## config.mk

```make
export PLATFORM = sky130hd
export DESIGN_NAME = mem_stage_vector_seq
export DESIGN_NICKNAME = d
export VERILOG_FILES = /design/src/rtl/mem_stage_vector_seq.sv
export SDC_FILE = /design/constraint.sdc
export NUM_CORES = 1
export LEC_CHECK = 0
export BUFFER_PORTS_ARGS = -buffer_cell sky130_fd_sc_hd__buf_2
export CAP_MARGIN = 20
export CORE_AREA = 2 2 564 566
export CTS_CLUSTER_DIAMETER = 30
export DETAILED_ROUTE_END_ITERATION = 10
export DIE_AREA = 0 0 566 568
export GPL_TIMING_DRIVEN = 0
export SYNTH_ARGS = -nofsm -noshare
export SYNTH_HDL_FRONTEND = slang
export SYNTH_SLANG_ARGS = --single-unit
```

## constraint.sdc

```tcl
create_clock -name CLK -period 10.72 [get_ports CLK]
set_clock_uncertainty 0.1 [all_clocks]
set_input_delay 2.144 -clock CLK [delete_from_list [all_inputs] [get_ports CLK]]
set_output_delay 2.144 -clock CLK [all_outputs]
set_load 0.01 [all_outputs]
```

## src/rtl/mem_stage_vector_seq.sv

```systemverilog
// ============================================================================
// Module   : mem_stage_vector_seq
// Function : Memory stage of the vector ASIP pipeline. Scalar and vector
//            loads and stores go through one synchronous-read data-memory
//            port, one lane per cycle. Optional macro MEM_BOUNDS_CHECK_EN
//            suppresses out-of-range accesses and flags them on addr_err_o.
// Revision : 1.0 - initial release
// ============================================================================
`default_nettype none

module mem_stage_vector_seq #(
    parameter int N      = 32,
    parameter int V      = 20,
    parameter int ADDR_W = 8
) (
    input  logic              CLK,
    input  logic              RST,
    input  logic              valid_i,
    input  logic              MemWE_i,
    input  logic              WBSelect_i,
    input  logic              OpSource_i,
    input  logic [N-1:0]      AluResult_S_i,
    input  logic [N-1:0]      RD2_S_i,
    input  logic [V*N-1:0]    RD2_V_i,
    output logic [ADDR_W-1:0] mem_addr_o,
    output logic [N-1:0]      mem_wdata_o,
    output logic              mem_we_o,
    input  logic [N-1:0]      mem_rdata_i,
    output logic [N-1:0]      ReadData_S_o,
    output logic [V*N-1:0]    ReadData_V_o,
    output logic              ready_o,
    output logic              busy_o,
    output logic              addr_err_o
);

    localparam int CNT_W = (V > 1) ? $clog2(V) : 1;
    localparam logic [CNT_W-1:0] LAST_V = CNT_W'(V - 1);

    typedef enum logic [2:0] {
        S_IDLE  = 3'd0,
        S_STORE = 3'd1,
        S_LOAD  = 3'd2,
        S_DRAIN = 3'd3,
        S_DONE  = 3'd4
    } state_t;

    state_t            state;
    state_t            state_nx;
    logic [CNT_W-1:0]  cnt;
    logic [ADDR_W-1:0] base;
    logic              is_vec;
    logic              err;
    logic [N-1:0]      rd_s;
    logic [N-1:0]      rd_v     [V];
    logic [N-1:0]      st_lane  [V];

    logic              start_st;
    logic              start_ld;
    logic [CNT_W-1:0]  last;
    logic              cnt_last;
    logic              viol;
    logic              cap_en;
    logic [CNT_W-1:0]  cap_idx;
    logic [N-1:0]      cap_data;

    genvar g;
    generate
        for (g = 0; g < V; g++) begin : g_lanes
            assign st_lane[g]             = RD2_V_i[g*N +: N];
            assign ReadData_V_o[g*N +: N] = rd_v[g];
        end
    endgenerate

    // Store takes priority when both MemWE_i and WBSelect_i are set.
    assign start_st = valid_i & MemWE_i;
    assign start_ld = valid_i & ~MemWE_i & WBSelect_i;
    assign last     = is_vec ? LAST_V : '0;
    assign cnt_last = (cnt == last);

`ifdef MEM_BOUNDS_CHECK_EN
    logic [ADDR_W:0] span_end;
    assign span_end = {1'b0, AluResult_S_i[ADDR_W-1:0]}
                    + (OpSource_i ? (ADDR_W+1)'(V - 1) : '0);
    assign viol     = span_end[ADDR_W];
`else
    assign viol     = 1'b0;
`endif

    logic unused_ok;
    assign unused_ok = &{1'b0, AluResult_S_i[N-1:ADDR_W]};

    always_comb begin
        state_nx    = state;
        ready_o     = 1'b0;
        mem_we_o    = 1'b0;
        mem_wdata_o = '0;
        mem_addr_o  = base;
        case (state)
            S_IDLE: begin
                ready_o = valid_i & ~MemWE_i & ~WBSelect_i;
                if (start_st)
                    state_nx = S_STORE;
                else if (start_ld)
                    state_nx = S_LOAD;
            end
            S_STORE: begin
                mem_we_o    = ~err;
                mem_addr_o  = base + ADDR_W'(cnt);
                mem_wdata_o = is_vec ? st_lane[cnt] : RD2_S_i;
                if (cnt_last) begin
                    ready_o  = 1'b1;
                    state_nx = S_IDLE;
                end
            end
            S_LOAD: begin
                mem_addr_o = base + ADDR_W'(cnt);
                if (cnt_last)
                    state_nx = S_DRAIN;
            end
            S_DRAIN: state_nx = S_DONE;
            S_DONE: begin
                ready_o  = 1'b1;
                state_nx = S_IDLE;
            end
            default: state_nx = S_IDLE;
        endcase
    end

    // Read data lags the address by one cycle, so LOAD captures lane cnt-1
    // and DRAIN picks up the final lane.
    always_comb begin
        cap_en   = 1'b0;
        cap_idx  = '0;
        cap_data = err ? '0 : mem_rdata_i;
        if (state == S_LOAD && cnt != '0) begin
            cap_en  = 1'b1;
            cap_idx = cnt - CNT_W'(1);
        end else if (state == S_DRAIN) begin
            cap_en  = 1'b1;
            cap_idx = last;
        end
    end

    always_ff @(posedge CLK or negedge RST) begin
        if (!RST) begin
            state  <= S_IDLE;
            cnt    <= '0;
            base   <= '0;
            is_vec <= 1'b0;
            err    <= 1'b0;
            rd_s   <= '0;
            for (int i = 0; i < V; i++)
                rd_v[i] <= '0;
        end else begin
            state <= state_nx;
            case (state)
                S_IDLE: begin
                    if (start_st | start_ld) begin
                        base   <= AluResult_S_i[ADDR_W-1:0];
                        is_vec <= OpSource_i;
                        err    <= viol;
                        cnt    <= '0;
                    end
                end
                S_STORE, S_LOAD: cnt <= cnt_last ? '0 : cnt + CNT_W'(1);
                default: ;
            endcase
            if (cap_en) begin
                if (is_vec)
                    rd_v[cap_idx] <= cap_data;
                else
                    rd_s <= cap_data;
            end
        end
    end

    assign ReadData_S_o = rd_s;
    assign busy_o       = (state != S_IDLE);
    assign addr_err_o   = err & ready_o & busy_o;

endmodule

`default_nettype wire

```

==> summary.txt <==
Layout
  • Final instance area: between 50000 and 60000 um2
  • Commonest non-fill, non-tap cell in the layout: buf_2
  • Commonest cells after routing, fill and taps aside: 1502 x buf_2, 689 x dfrtp_1, 601 x mux2_2
  • Fin util: 16.2%
  • Area of the multi-input gates: between 10000 and 15000 um2
  • Area grow syn2layout: 60.6%
  • Reg area: around 17000 um2
  • Non-Filler Instances: about 8300
  • Ratio of cells with drive above 1 in the final layout: between 60% and 70%
  • Nets@finish: ~4700
  • Fillers: 35300

Synthesis
  • Cell taking the most area after synthesis: dfrtp_1
  • Synth area leaders: dfrtp_1 54%, mux2_2 21%, mux2i_1 8.1%
  • Library cells used by synthesis: 52
  • Post-synthesis cell count: between 2000 and 2500
  • Yosys reg bits: a little under 700
  • Post-synthesis sequential area ratio: 54.2%
  • Synthesis Warnings: 0
  • Syn avg cell area: approximately 14 um2
  • Synth top area share: 54.2%
  • Ys async rst share: between 90% and 100%
  • Main synth FF type: dfrtp_1
  • Post-Syn Nets: between 3000 and 4000
  • Post-Syn Area: 31800 um2
  • Post-synth EDFFs: 0

Worst hold path
  • Worst min-delay path class: reg2reg

Clock network
  • CTS Buffer Depth: 4
  • CTS clock-pin slew for the worst setup and hold paths: about 0.04 ns
  • Post-CTS Setup Bufs: 0
  • Post-CTS Hold Buffers: 0
  • Root Buffer Master: clkbuf_16
  • Cts repair resizes: 0
  • H-tree Lvls: 4
  • Worst-skew pair later-pin latency: slightly below 0.8 ns
  • CTS buffer count: roughly 160
  • CTS tree: done
  • Sink Count: slightly below 700

Timing
  • Count of final hold-check violations: 0
  • Setup violations, final: 0
  • Final period util: 73.2%
  • Setup_tns: 0 ns
  • Worst Tran Pin Value: ~1.3 ns
  • Unrepaired setup endpoints after global routing: no
  • Slew margin rel.: between 10% and 20%
  • Peak Freq: ~130 MHz
  • Final Max Tran Viols: 0
  • Final min period: slightly below 8 ns

Setup path
  • WP data required: between 8 and 9 ns
  • Worst Path Class, Setup: reg2out
  • Setup crit start kind: register
  • Arr. time, crit path: between 5 and 6 ns
  • R2R Setup Slk: 4.04 ns
  • CP endpoint kind: output port
  • Crit-path max FO: 10

Global routing
  • Met2 usage: 26.6%
  • GRT busiest layer: met2
  • Gr usage total: between 10% and 20%
  • Largest net degree at the start of global routing: roughly 120
  • Met3 Track Usage GR: between 5 and 6%
  • Grt met1 use: roughly 15%
  • Number of global-route vias before repair: around 30000
  • Initial antenna violation count: between 150 and 200
  • First-pass GRT wire length: 319000 um
  • Final global-route overflow total: 0

Job
  • Max_cap viols: 0

Die
  • Die area: between 300000 and 400000 um2
  • Initial core utilization: between 10% and 20%
  • Core Box Area: around 320000 um2
  • Rows: around 210
  • Chip width: about 570 um
  • Io pins: 1458
  • DIE HEIGHT: around 570 um

Route
  • Detailed Routing Iterations Pass 1: 5
  • DRC: 0
  • Detail Route Antenna Nets: 0
  • Final wirelength: approximately 260000 um
  • Via count of the routed design: approximately 29000
  • Routed len/inst: around 31 um
  • DRT iter0 DRCs: 1697
  • Vias per cell: 3.49

Place
  • Post-DP HPWL: between 200000 and 250000 um
  • Placed cell count: ~7900
  • Placed cell areas: 45400 um2
  • IO Port Bufs: between 1000 and 1500
  • GP Congestion: 0.952

Power
  • Overall Power: ~12 mW
  • Pwr/cell area: around 240 nW/um2
  • P_leak: between 20 and 25 nW
  • Worst vdd ir: 0.000203 V

Run status
  • Status: completed
==> critical path: stages, from the launching register on <==
cell and delay, ns:
dfrtp_1 0.39, buf_2 0.18, buf_2 0.47, buf_2 0.42, buf_1 0.46, buf_8 0.24, mux2i_1 0.55, a22oi_1 0.15
a32oi_1 0.98, o21ai_0 0.60, buf_2 0.32
==> per-layer routing <==
layer / vias up / share of wire (%)
li1: 11900 / -
met1: 14600 / 35
met2: 1925 / 49
met3: 657 / 8.2
met4: 38 / 7.6
met5: - / 0.19
==> worst paths after layout <==
check | startpoint | end | cells after the start
worst max-delay path | cnt[1] | mem_wdata_o[15] | 10
worst max register to register | cnt[1] | ReadData_V_o[51] | 13
max in group asynchronous | RST | ReadData_V_o[500] | 4
min in group asynchronous | RST | ReadData_V_o[196] | 1
worst min register to register | ReadData_V_o[347] | ReadData_V_o[347] | 1
worst min-delay path | ReadData_V_o[347] | ReadData_V_o[347] | 1
==> cell usage after synthesis (2+ instances only) <==
library cell and n:
mux2i_1 257, a21boi_0 2, a32oi_1 31, mux4_2 32, xor2_1 3, nand2b_1 4
nor2_1 13, xnor2_1 4, ha_1 8, nand3_1 6, a31oi_1 2, mux2_1 51
o211ai_1 2, nor3b_2 2, nor3_1 7, nor2b_1 8, nand2_1 39, buf_6 3
nand3b_1 4, clkbuf_1 129, o21ai_0 43, or3_1 8, mux2_2 601, dfrtp_1 689
nand4_1 3, mux2_4 31, and3_1 2, a211oi_1 34, buf_2 69, o22ai_1 64
or4_1 2, a22oi_1 63, nor3b_1 3, and2_1 5, a21oi_1 6, o31ai_1 2
buf_1 15, inv_1 7
==> cell type report <==
class	instances	share of cell area (%)
Multi-Input combinational cell	1355	26.8
Clock buffer	199	8.59
Inverter	7	0.0514
Antenna cell	104	0.509
Tap cell	4180	10.2
Sequential cell	689	33.7
Timing Repair Buffer	1497	16.2
Buffer	217	1.86
Clock inverter	86	2.05
==> per-stage QoR <==
stage | hold WS (ns) | worst slack [ns]
after floorplan | 0.402 | 5.52
after global placement | 0.365 | -8.63
after detailed placement | 0.371 | 3.49
after CTS | 0.382 | 2.58
after global routing | 0.394 | 2.71
final | 0.378 | 2.87
==> sequential cells by signal (all words and copies together), names as in the netlist <==
register      cells
cnt               5
base              8
ReadData_S_o     32
is_vec            1
ReadData_V_o    640
state             3
==> power breakdown <==
part | internal (mW) | total (mW) | switching, mW
clock network | 3.34 | 4.99 | 1.65
logic | 1.47 | 4.23 | 2.76
registers | 2.96 | 3.17 | 0.201
==> kinds of logic after synthesis <==
logic type      after synthesis  synth area share (%)
mux                         972                  34.9
flops                       689                  54.2
compound gates              255                  5.54
buf+inv                     224                  2.99
simple gates                111                  1.86
fa+ha+maj                     9                 0.377
xor+xnor                      7                 0.193
other cells                   1                0.0118
No activity file was read; power rests on OpenSTA's default activity.
